File: src/rtl/i2c_pkg.sv
// Shared definitions for the I2C target: FSM state encoding, ACK/NACK line levels
// and the default 7-bit target address.
package i2c_pkg;

    localparam logic [6:0] I2C_DEFAULT_ADDR = 7'h50;
    localparam logic       ACK              = 1'b0;
    localparam logic       NACK             = 1'b1;

    typedef enum logic [3:0] {
        ST_IDLE     = 4'd0,
        ST_ADDR     = 4'd1,
        ST_ADDR_ACK = 4'd2,
        ST_RX_BYTE  = 4'd3,
        ST_RX_ACK   = 4'd4,
        ST_TX_LOAD  = 4'd5,
        ST_TX_BYTE  = 4'd6,
        ST_TX_ACK   = 4'd7,
        ST_IGNORE   = 4'd8
    } i2c_target_state_t;

endpackage

File: src/rtl/i2c_line_sync.sv
// SCL/SDA synchronizer with SCL edge and START/STOP condition detection.
// Sync flops reset to 1 (idle bus level) so that leaving reset does not fake an event.
module i2c_line_sync #(
    parameter int unsigned SYNC_STAGES = 2
) (
    input  logic clk,
    input  logic resetN,
    input  logic scl_in,
    input  logic sda_in,
    output logic sda,
    output logic scl_rise,
    output logic scl_fall,
    output logic start_det,
    output logic stop_det
);

    logic [SYNC_STAGES-1:0] scl_sr;
    logic [SYNC_STAGES-1:0] sda_sr;
    logic                   scl_d;
    logic                   sda_d;
    logic                   scl;

    always_ff @(posedge clk or negedge resetN) begin
        if (!resetN) begin
            scl_sr <= '1;
            sda_sr <= '1;
            scl_d  <= 1'b1;
            sda_d  <= 1'b1;
        end else begin
            scl_sr <= {scl_sr[SYNC_STAGES-2:0], scl_in};
            sda_sr <= {sda_sr[SYNC_STAGES-2:0], sda_in};
            scl_d  <= scl_sr[SYNC_STAGES-1];
            sda_d  <= sda_sr[SYNC_STAGES-1];
        end
    end

    assign scl       = scl_sr[SYNC_STAGES-1];
    assign sda       = sda_sr[SYNC_STAGES-1];
    assign scl_rise  = scl & ~scl_d;
    assign scl_fall  = ~scl & scl_d;
    // SCL must have been high on both samples so an SCL edge never looks like START/STOP
    assign start_det = scl & scl_d & sda_d & ~sda;
    assign stop_det  = scl & scl_d & ~sda_d & sda;

endmodule

File: src/rtl/i2c_target_slave.sv
// 7-bit-address I2C target: address match, ACK, byte receive and byte transmit.
// Optional clock stretching on empty transmit data: define I2C_TARGET_CLK_STRETCH_EN.
module i2c_target_slave #(
    parameter logic [6:0]  SLAVE_ADDR  = i2c_pkg::I2C_DEFAULT_ADDR,
    parameter int unsigned SYNC_STAGES = 2
) (
    input  logic       clk,
    input  logic       resetN,
    input  logic       scl_in,
    input  logic       sda_in,
    output logic       sda_oe,
    output logic       scl_oe,
    input  logic [7:0] tx_data,
    input  logic       tx_valid,
    output logic       tx_ready,
    output logic [7:0] rx_data,
    output logic       rx_valid,
    output logic       addr_hit,
    output logic       rw
);
    import i2c_pkg::*;

    i2c_target_state_t state;
    logic [7:0]        shifter;
    logic [2:0]        count;
    logic              tx_last;
    logic              sda;
    logic              scl_rise;
    logic              scl_fall;
    logic              start_det;
    logic              stop_det;

    i2c_line_sync #(.SYNC_STAGES(SYNC_STAGES)) u_line_sync (
        .clk       (clk),
        .resetN    (resetN),
        .scl_in    (scl_in),
        .sda_in    (sda_in),
        .sda       (sda),
        .scl_rise  (scl_rise),
        .scl_fall  (scl_fall),
        .start_det (start_det),
        .stop_det  (stop_det)
    );

`ifdef I2C_TARGET_CLK_STRETCH_EN
    logic stretch;

    always_ff @(posedge clk or negedge resetN) begin
        if (!resetN) begin
            stretch <= 1'b0;
        end else if (start_det || stop_det) begin
            stretch <= 1'b0;
        end else if (state == ST_TX_LOAD && !tx_valid) begin
            stretch <= 1'b1;
        end else if (state == ST_TX_BYTE) begin
            stretch <= 1'b0;
        end
    end

    assign scl_oe = stretch;
`else
    assign scl_oe = 1'b0;
`endif

    always_ff @(posedge clk or negedge resetN) begin
        if (!resetN) begin
            state    <= ST_IDLE;
            shifter  <= '0;
            count    <= 3'd7;
            tx_last  <= 1'b0;
            sda_oe   <= 1'b0;
            addr_hit <= 1'b0;
            rw       <= 1'b0;
            rx_data  <= '0;
            rx_valid <= 1'b0;
            tx_ready <= 1'b0;
        end else begin
            rx_valid <= 1'b0;
            tx_ready <= 1'b0;
            if (start_det) begin
                state    <= ST_ADDR;
                count    <= 3'd7;
                tx_last  <= 1'b0;
                sda_oe   <= 1'b0;
                addr_hit <= 1'b0;
            end else if (stop_det) begin
                state    <= ST_IDLE;
                tx_last  <= 1'b0;
                sda_oe   <= 1'b0;
                addr_hit <= 1'b0;
            end else begin
                case (state)
                    ST_ADDR: if (scl_rise) begin
                        shifter <= {shifter[6:0], sda};
                        if (count == 3'd0) begin
                            if (shifter[6:0] == SLAVE_ADDR) begin
                                rw    <= sda;
                                state <= ST_ADDR_ACK;
                            end else begin
                                state <= ST_IGNORE;
                            end
                        end else begin
                            count <= count - 3'd1;
                        end
                    end
                    // sda_oe doubles as the phase flag: first fall drives ACK, second releases it
                    ST_ADDR_ACK: if (scl_fall) begin
                        if (!sda_oe) begin
                            sda_oe   <= 1'b1;
                            addr_hit <= 1'b1;
                        end else begin
                            sda_oe <= 1'b0;
                            count  <= 3'd7;
                            state  <= rw ? ST_TX_LOAD : ST_RX_BYTE;
                        end
                    end
                    ST_RX_BYTE: if (scl_rise) begin
                        shifter <= {shifter[6:0], sda};
                        if (count == 3'd0) begin
                            rx_data  <= {shifter[6:0], sda};
                            rx_valid <= 1'b1;
                            state    <= ST_RX_ACK;
                        end else begin
                            count <= count - 3'd1;
                        end
                    end
                    ST_RX_ACK: if (scl_fall) begin
                        if (!sda_oe) begin
                            sda_oe <= 1'b1;
                        end else begin
                            sda_oe <= 1'b0;
                            count  <= 3'd7;
                            state  <= ST_RX_BYTE;
                        end
                    end
                    // The fall that opened this bit slot has already passed, so the MSB goes out on load
                    ST_TX_LOAD: begin
                        count   <= 3'd7;
                        tx_last <= 1'b0;
                        if (tx_valid) begin
                            shifter  <= tx_data;
                            tx_ready <= 1'b1;
                            sda_oe   <= ~tx_data[7];
                            state    <= ST_TX_BYTE;
                        end else begin
`ifndef I2C_TARGET_CLK_STRETCH_EN
                            shifter <= '1;
                            sda_oe  <= 1'b0;
                            state   <= ST_TX_BYTE;
`endif
                        end
                    end
                    ST_TX_BYTE: begin
                        if (scl_rise) begin
                            if (count == 3'd0) begin
                                tx_last <= 1'b1;
                            end else begin
                                count <= count - 3'd1;
                            end
                        end else if (scl_fall) begin
                            if (tx_last) begin
                                tx_last <= 1'b0;
                                sda_oe  <= 1'b0;
                                state   <= ST_TX_ACK;
                            end else begin
                                sda_oe <= ~shifter[count];
                            end
                        end
                    end
                    ST_TX_ACK: begin
                        if (scl_rise && sda == NACK) begin
                            sda_oe <= 1'b0;
                            state  <= ST_IGNORE;
                        end else if (scl_fall) begin
                            state <= ST_TX_LOAD;
                        end
                    end
                    ST_IDLE, ST_IGNORE: ;
                    default: state <= ST_IDLE;
                endcase
            end
        end
    end

endmodule

File: config.mk
export PLATFORM = sky130hd
export DESIGN_NAME = i2c_target_slave
export DESIGN_NICKNAME = d
export VERILOG_FILES = /design/src/rtl/i2c_pkg.sv /design/src/rtl/i2c_line_sync.sv /design/src/rtl/i2c_target_slave.sv
export SDC_FILE = /design/constraint.sdc
export NUM_CORES = 1
export LEC_CHECK = 0
export BUFFER_PORTS_ARGS = -buffer_cell sky130_fd_sc_hd__buf_2
export CAP_MARGIN = 5
export CORE_MARGIN = 1.5
export CORE_UTILIZATION = 51
export DETAILED_ROUTE_END_ITERATION = 8
export HOLD_SLACK_MARGIN = 0.05
export MAX_ROUTING_LAYER = met4
export PLACE_DENSITY = 0.72
export SYNTH_ARGS = -nofsm -noshare
export SYNTH_HDL_FRONTEND = slang
export SYNTH_HIERARCHICAL = 1
export SYNTH_SLANG_ARGS = --single-unit
File: constraint.sdc
create_clock -name clk -period 2.9 [get_ports clk]
set_input_delay 0 -clock clk [delete_from_list [all_inputs] [get_ports clk]]
set_output_delay 0 -clock clk [all_outputs]
set_load 0.005 [all_outputs]
======== Yosys cells after proc, flatten, opt, wreduce, memory -nomap -nowiden ========
Cells that the tools add are included.
cells by class
  bitwise gates (word level) .............. 15
  multipliers ............................. 0
  divide/modulo/power cells ............... 0
  shift-type cells ........................ 0
  add/sub/neg operators ................... 1
  magnitude comparators ................... 1
  multiplexer cells ....................... 60
  reductions and logical operators ........ 21
  equality and inequality tests ........... 33
operators with widths
  operator                                                         number
  4-bit two-way mux                                                16
  4-bit != test, second input constant                             12
  4-bit one-hot mux with 8 select lines                            1
  1-bit two-way mux                                                29
  3-bit two-way mux                                                7
  4-bit by 3-bit == test with 1-bit output, second input constant  4
  8-bit two-way mux                                                2
  8-bit one-hot mux with 2 select lines                            1
  5-bit != test, second input constant                             3
  13-bit AND reduction                                             1
  3-bit by 1-bit != test with 1-bit output, second input constant  4
  6-bit AND reduction                                              2
  5-bit AND reduction                                              2
  3-bit one-hot mux with 3 select lines                            1
  4-bit by 2-bit == test with 1-bit output, second input constant  2
  1-bit NOT                                                        8
  4-bit nonzero test                                               2
  1-bit AND                                                        7
  7-bit == test, second input constant                             1
  3-bit != test, second input constant                             2
  3-bit AND reduction                                              2
  3-bit nonzero test                                               2
  6-bit nonzero test                                               1
  2-bit OR reduction                                               3
  other kinds (16)                                                 16
storage, ports and cells
  bits in registers ....................... 35
  memory bits (read-only) ................. 0
  memories ................................ 0
  latch bits .............................. 0
  logic and storage cells ................. 145
  RAM bits ................................ 0

======== Longest topological paths before layout ========
  depth after elaboration ................. 9
  gate-level depth with buffers ........... 8
  gate-level depth less buffers ........... 7

======== Cells and area by module ========
The synthesis kept the hierarchy.
modules (own cells, without submodules)
  module            sequential area each (µm²)  area each (µm²)  times used  cells an instance
  i2c_target_slave  729.4                       1734.2           1           184
  i2c_line_sync     157.7                       190.2            1           10

======== Worst setup path before layout ========
No wires, ideal clock.
  path kind ............................... register to register
  start ................................... register u_line_sync.sda_sr[1]
  end ..................................... register state[2]
  clock period less this slack ............ 2.064 ns
  required time ........................... 2.778 ns
  library setup time ...................... 0.122 ns
  arrival ................................. 1.943 ns
  setup slack ............................. 0.836 ns
  path buffers ............................ 0
  stages on the path, launching flop included .. 7
  cells stage by stage .................... dfstp_2 and4b_1 or4_4 o32ai_2 a311oi_2 and3_1 a32o_1
between the ends
  elaborated cells on any way between the ends .. 22
RTL lines
  what                                                   RTL line                 text
  start, declared                                        i2c_line_sync.sv:18      logic [SYNC_STAGES-1:0] sda_sr;
  start signal, assigned                                 i2c_line_sync.sv:31      sda_sr <= {sda_sr[SYNC_STAGES-2:0], sda_in};
  1-bit NOT (*)                                          i2c_line_sync.sv:42      assign start_det = scl & scl_d & sda_d & ~sda;
  1-bit AND (*)                                          i2c_line_sync.sv:42
  named net start_det                                    i2c_target_slave.sv:30   logic start_det;
  5-bit != test (no line), or another cell as far along  n/a
  13-bit AND reduction (no line)                         n/a
  end signal, assigned                                   i2c_target_slave.sv:114  state <= rw ? ST_TX_LOAD : ST_RX_BYTE;
  end, declared                                          i2c_target_slave.sv:23   i2c_target_state_t state;
The timed path passes the listed nets; every way through them passes the cells marked *.
A chain may end at the register's enable or synchronous reset.

======== Worst setup path in the final report ========
  start ................................... register u_line_sync.sda_sr[1]
  end ..................................... register rx_data[6]
between the ends
  word-level cells in the longest chain between the ends .. 4
  elaborated cells on any way between the ends .. 6
ends and longest elaborated chain
  what                           RTL line                 text
  1-bit NOT                      i2c_line_sync.sv:42
  1-bit AND                      i2c_line_sync.sv:42
  named net start_det            i2c_target_slave.sv:30
  1-bit NOT (no line)            n/a
  5-bit AND reduction (no line)  n/a
  end signal, assigned           i2c_target_slave.sv:120  rx_data <= {shifter[6:0], sda};
  end, declared                  i2c_target_slave.sv:16   output logic [7:0] rx_data,
The timed path passes the listed nets, and every way through them passes these cells.

==> impl_metrics.toml <==
[status]
status = "finished, final reports clean"

[layout]
final_nets = 236
post-route-util = 0.617
layout_common_cells = "26 x dfrtp_1, 25 x buf_2, 21 x nand2_1"
layout-drive-gt1-share = 0.288
final_common_cell = "dfrtp_1"
area_growth_pct = 16.5
diodes = 0
fillerInstances = 307

[cts]
clock_path_buffers = 2
clock-sinks = 35
root_buffer = "clkbuf_8"
cts_tree = "done"
cts_inserted_buffers = 5
clk_latency_ps = 290
cts_setup_buffers = 0
cts_max_level = 2
path_clk_slew_ps = 70

[power_and_ir_drop]
p_leak_nw = 0.985
comb_power_share = 0.262
clkPwrFrac = 0.303
total_power_mw = 1.72
pwr-share-seq = 0.434
p_per_area_mw_per_mm2 = 768
ir_drop_mv = 0.445
cellInternalPower_mw = 1.16
p_sw_frac = 0.328
p_switching_mw = 0.565

[floorplanning]
fp-row-count = 22
die_area_mm2 = 0.00415
coreArea_mm2 = 0.00363
start_util = 0.530
die_h_um = 64.4
die_width_um = 64.4
io_pins = 27

[global_routing]
overflow = 0
grt_pass1_vias = 1589
grt_pass1_wl_um = 7450
grt_usage = 0.243
grt_max_degree = 36
antenna_found_initial = 0

[critical_path]
cp_max_fo = 9
cp.required_ps = 3070
startpoint_type = "register"
criticalPathCategory = "reg2reg"
crit_path_end_kind = "register"
arrival_ps = 2660

[sta]
grt_setup_unrepaired = "no"
timing.final.max_slew_violations = 0
max_slew_margin = 0.498
fin_skew_ps = 8.80
max_freq_ghz = 0.402
final_hold_viol_count = 0
worstMarginPinSlew_ps = 754
setup_viol = 0
tns_ps = 0
min_period_over_period = 0.858
fin_crit_ps = 2490

[detailed_routing]
drt_iter0_markers = 144
antenna_left = 0
vias = 1640
drc = 0
wl_per_cell_um = 15.9
via_per_inst = 6.07
routed_wl_um = 4300
firstDrtPassIters = 4

[worst_hold_path]
hp-class = "in2reg"

[synth]
synth_cell_type_count = 49
synth_fp_nets = 209
netlist_area_mm2 = 0.00192
synth-edff-count = 0
ys_ff_latch = 35
synth_area_per_cell_um2 = 9.92
yosysSeqAreaShare = 0.461
synth_warnings = 6
synth_cells = 194
synthArstFlopShare = 1.00
yosys_most_used_dff = "dfrtp_1"

[placement]
gp_congestion = 0.904
port_buffers = 25
dp.final_hpwl_um = 3020

[job]
cap_violations = 0
## area by class of cell
class                      count  area, µm²  area share
clock buffer                   5       68.8      0.0307
clock inverter                 3       67.6      0.0301
inverter                       5       18.8     0.00837
multi-input combinational    144        970       0.432
sequential                    35        887       0.396
tap                           48       60.1      0.0268
timing repair buffer          30        170      0.0759
## power by group through the flow
stage                     registers (mW)  clock network, mW  logic (mW)
after floorplan                    0.672                  0       0.401
after global placement             0.746                  0       0.429
after detailed placement           0.754                  0       0.443
after CTS                          0.745              0.535       0.450
after global routing               0.767              0.556       0.511
final                              0.748              0.522       0.452
## registers in the layout (all words and copies together), names as in the netlist, 2 cells and up
name / count
count: 3
rx_data: 8
shifter: 8
state: 4
u_line_sync/scl_sr: 2
u_line_sync/sda_sr: 2
## critical path: stages, from the launching register on
cell	delay [ps]
dfstp_2	600
and4b_1	270
nor2_1	440
nand4_1	270
nor2_2	400
mux2_2	380
## cells in the mapped netlist, types with 2 or more instances
library cell,instances,area [µm²]
o21ai_1,10,50.1
nor4b_1,2,17.5
buf_2,6,30.0
and2b_1,2,15.0
dfrtp_1,26,651
nor2_1,11,41.3
mux4_2,2,45.0
nor3b_1,3,22.5
dfstp_2,9,236
mux2_1,2,22.5
or2_2,3,18.8
o21ai_0,13,65.1
o2bb2ai_1,2,17.5
a21oi_1,6,30.0
nand2b_1,6,37.5
nand3b_1,9,67.6
a311oi_1,2,17.5
clkbuf_1,2,7.51
nor3_1,4,20.0
ha_1,2,25.0
and3_1,2,12.5
nor2b_1,4,25.0
inv_1,5,18.8
mux2_2,9,101
nand3_1,5,25.0
and4b_1,2,20.0
a32o_1,2,20.0
nand2_1,21,78.8
a31oi_1,2,12.5
## worst paths after layout
| kind | depth (start not counted) | to | slack [ps] | start |
|---|---|---|---|---|
| min | 2 | tx_ready | 60 | tx_valid |
| max | 5 | rx_data[6] | 410 | u_line_sync/sda_sr[1] |
| max in group asynchronous | 2 | rx_data[4] | 2100 | resetN |
| max reg2reg | 5 | rx_data[6] | 410 | u_line_sync/sda_sr[1] |
| min reg2reg | 0 | u_line_sync/sda_sr[1] | 360 | u_line_sync/sda_sr[0] |
| min in group asynchronous | 2 | tx_last | 310 | resetN |
## cells by family (layout without fill, tap and decap cells)
group	count (synthesis)	after routing	share of synthesized area
xor gates and xnor gates	1	1	0.00455
DFF	35	35	0.461
muxes	13	13	0.0878
other	1	1	0.00195
AOI/OAI and AO/OA	50	50	0.176
buffers and inverters	15	43	0.0351
adders and majority gates	2	2	0.0130
and+or+nand+nor	77	77	0.221
## metal layers
layer,vias up,track usage,routed length (µm),share of wire
met4,0,0.114,68,0.016
li1,758,-,-,-
met3,10,0.0434,285,0.066
met5,-,-,0,0
met2,83,0.365,2050,0.48
met1,789,0.323,1890,0.44
## timing repair
action / 4_1_cts / 5_1_grt
endpoints found under the hold margin: 28 / 0
gates resized for setup: 0 / 0
hold buffers: 3 / 0
## through the flow
| stage | setup slack (ps) | instances | instance area (µm²) | hold WS (ps) |
|---|---|---|---|---|
| CTS | 481 | 270 | 2240 | 51.3 |
| detailed placement | 492 | 259 | 2080 | 107 |
| global placement | 559 | 259 | 2080 | 98.2 |
| finish | 413 | 270 | 2240 | 59.4 |
| floorplan | 836 | 194 | 1920 | -296 |
| global route | 331 | 270 | 2240 | 63.5 |
Power figures use the tool's default switching activity.
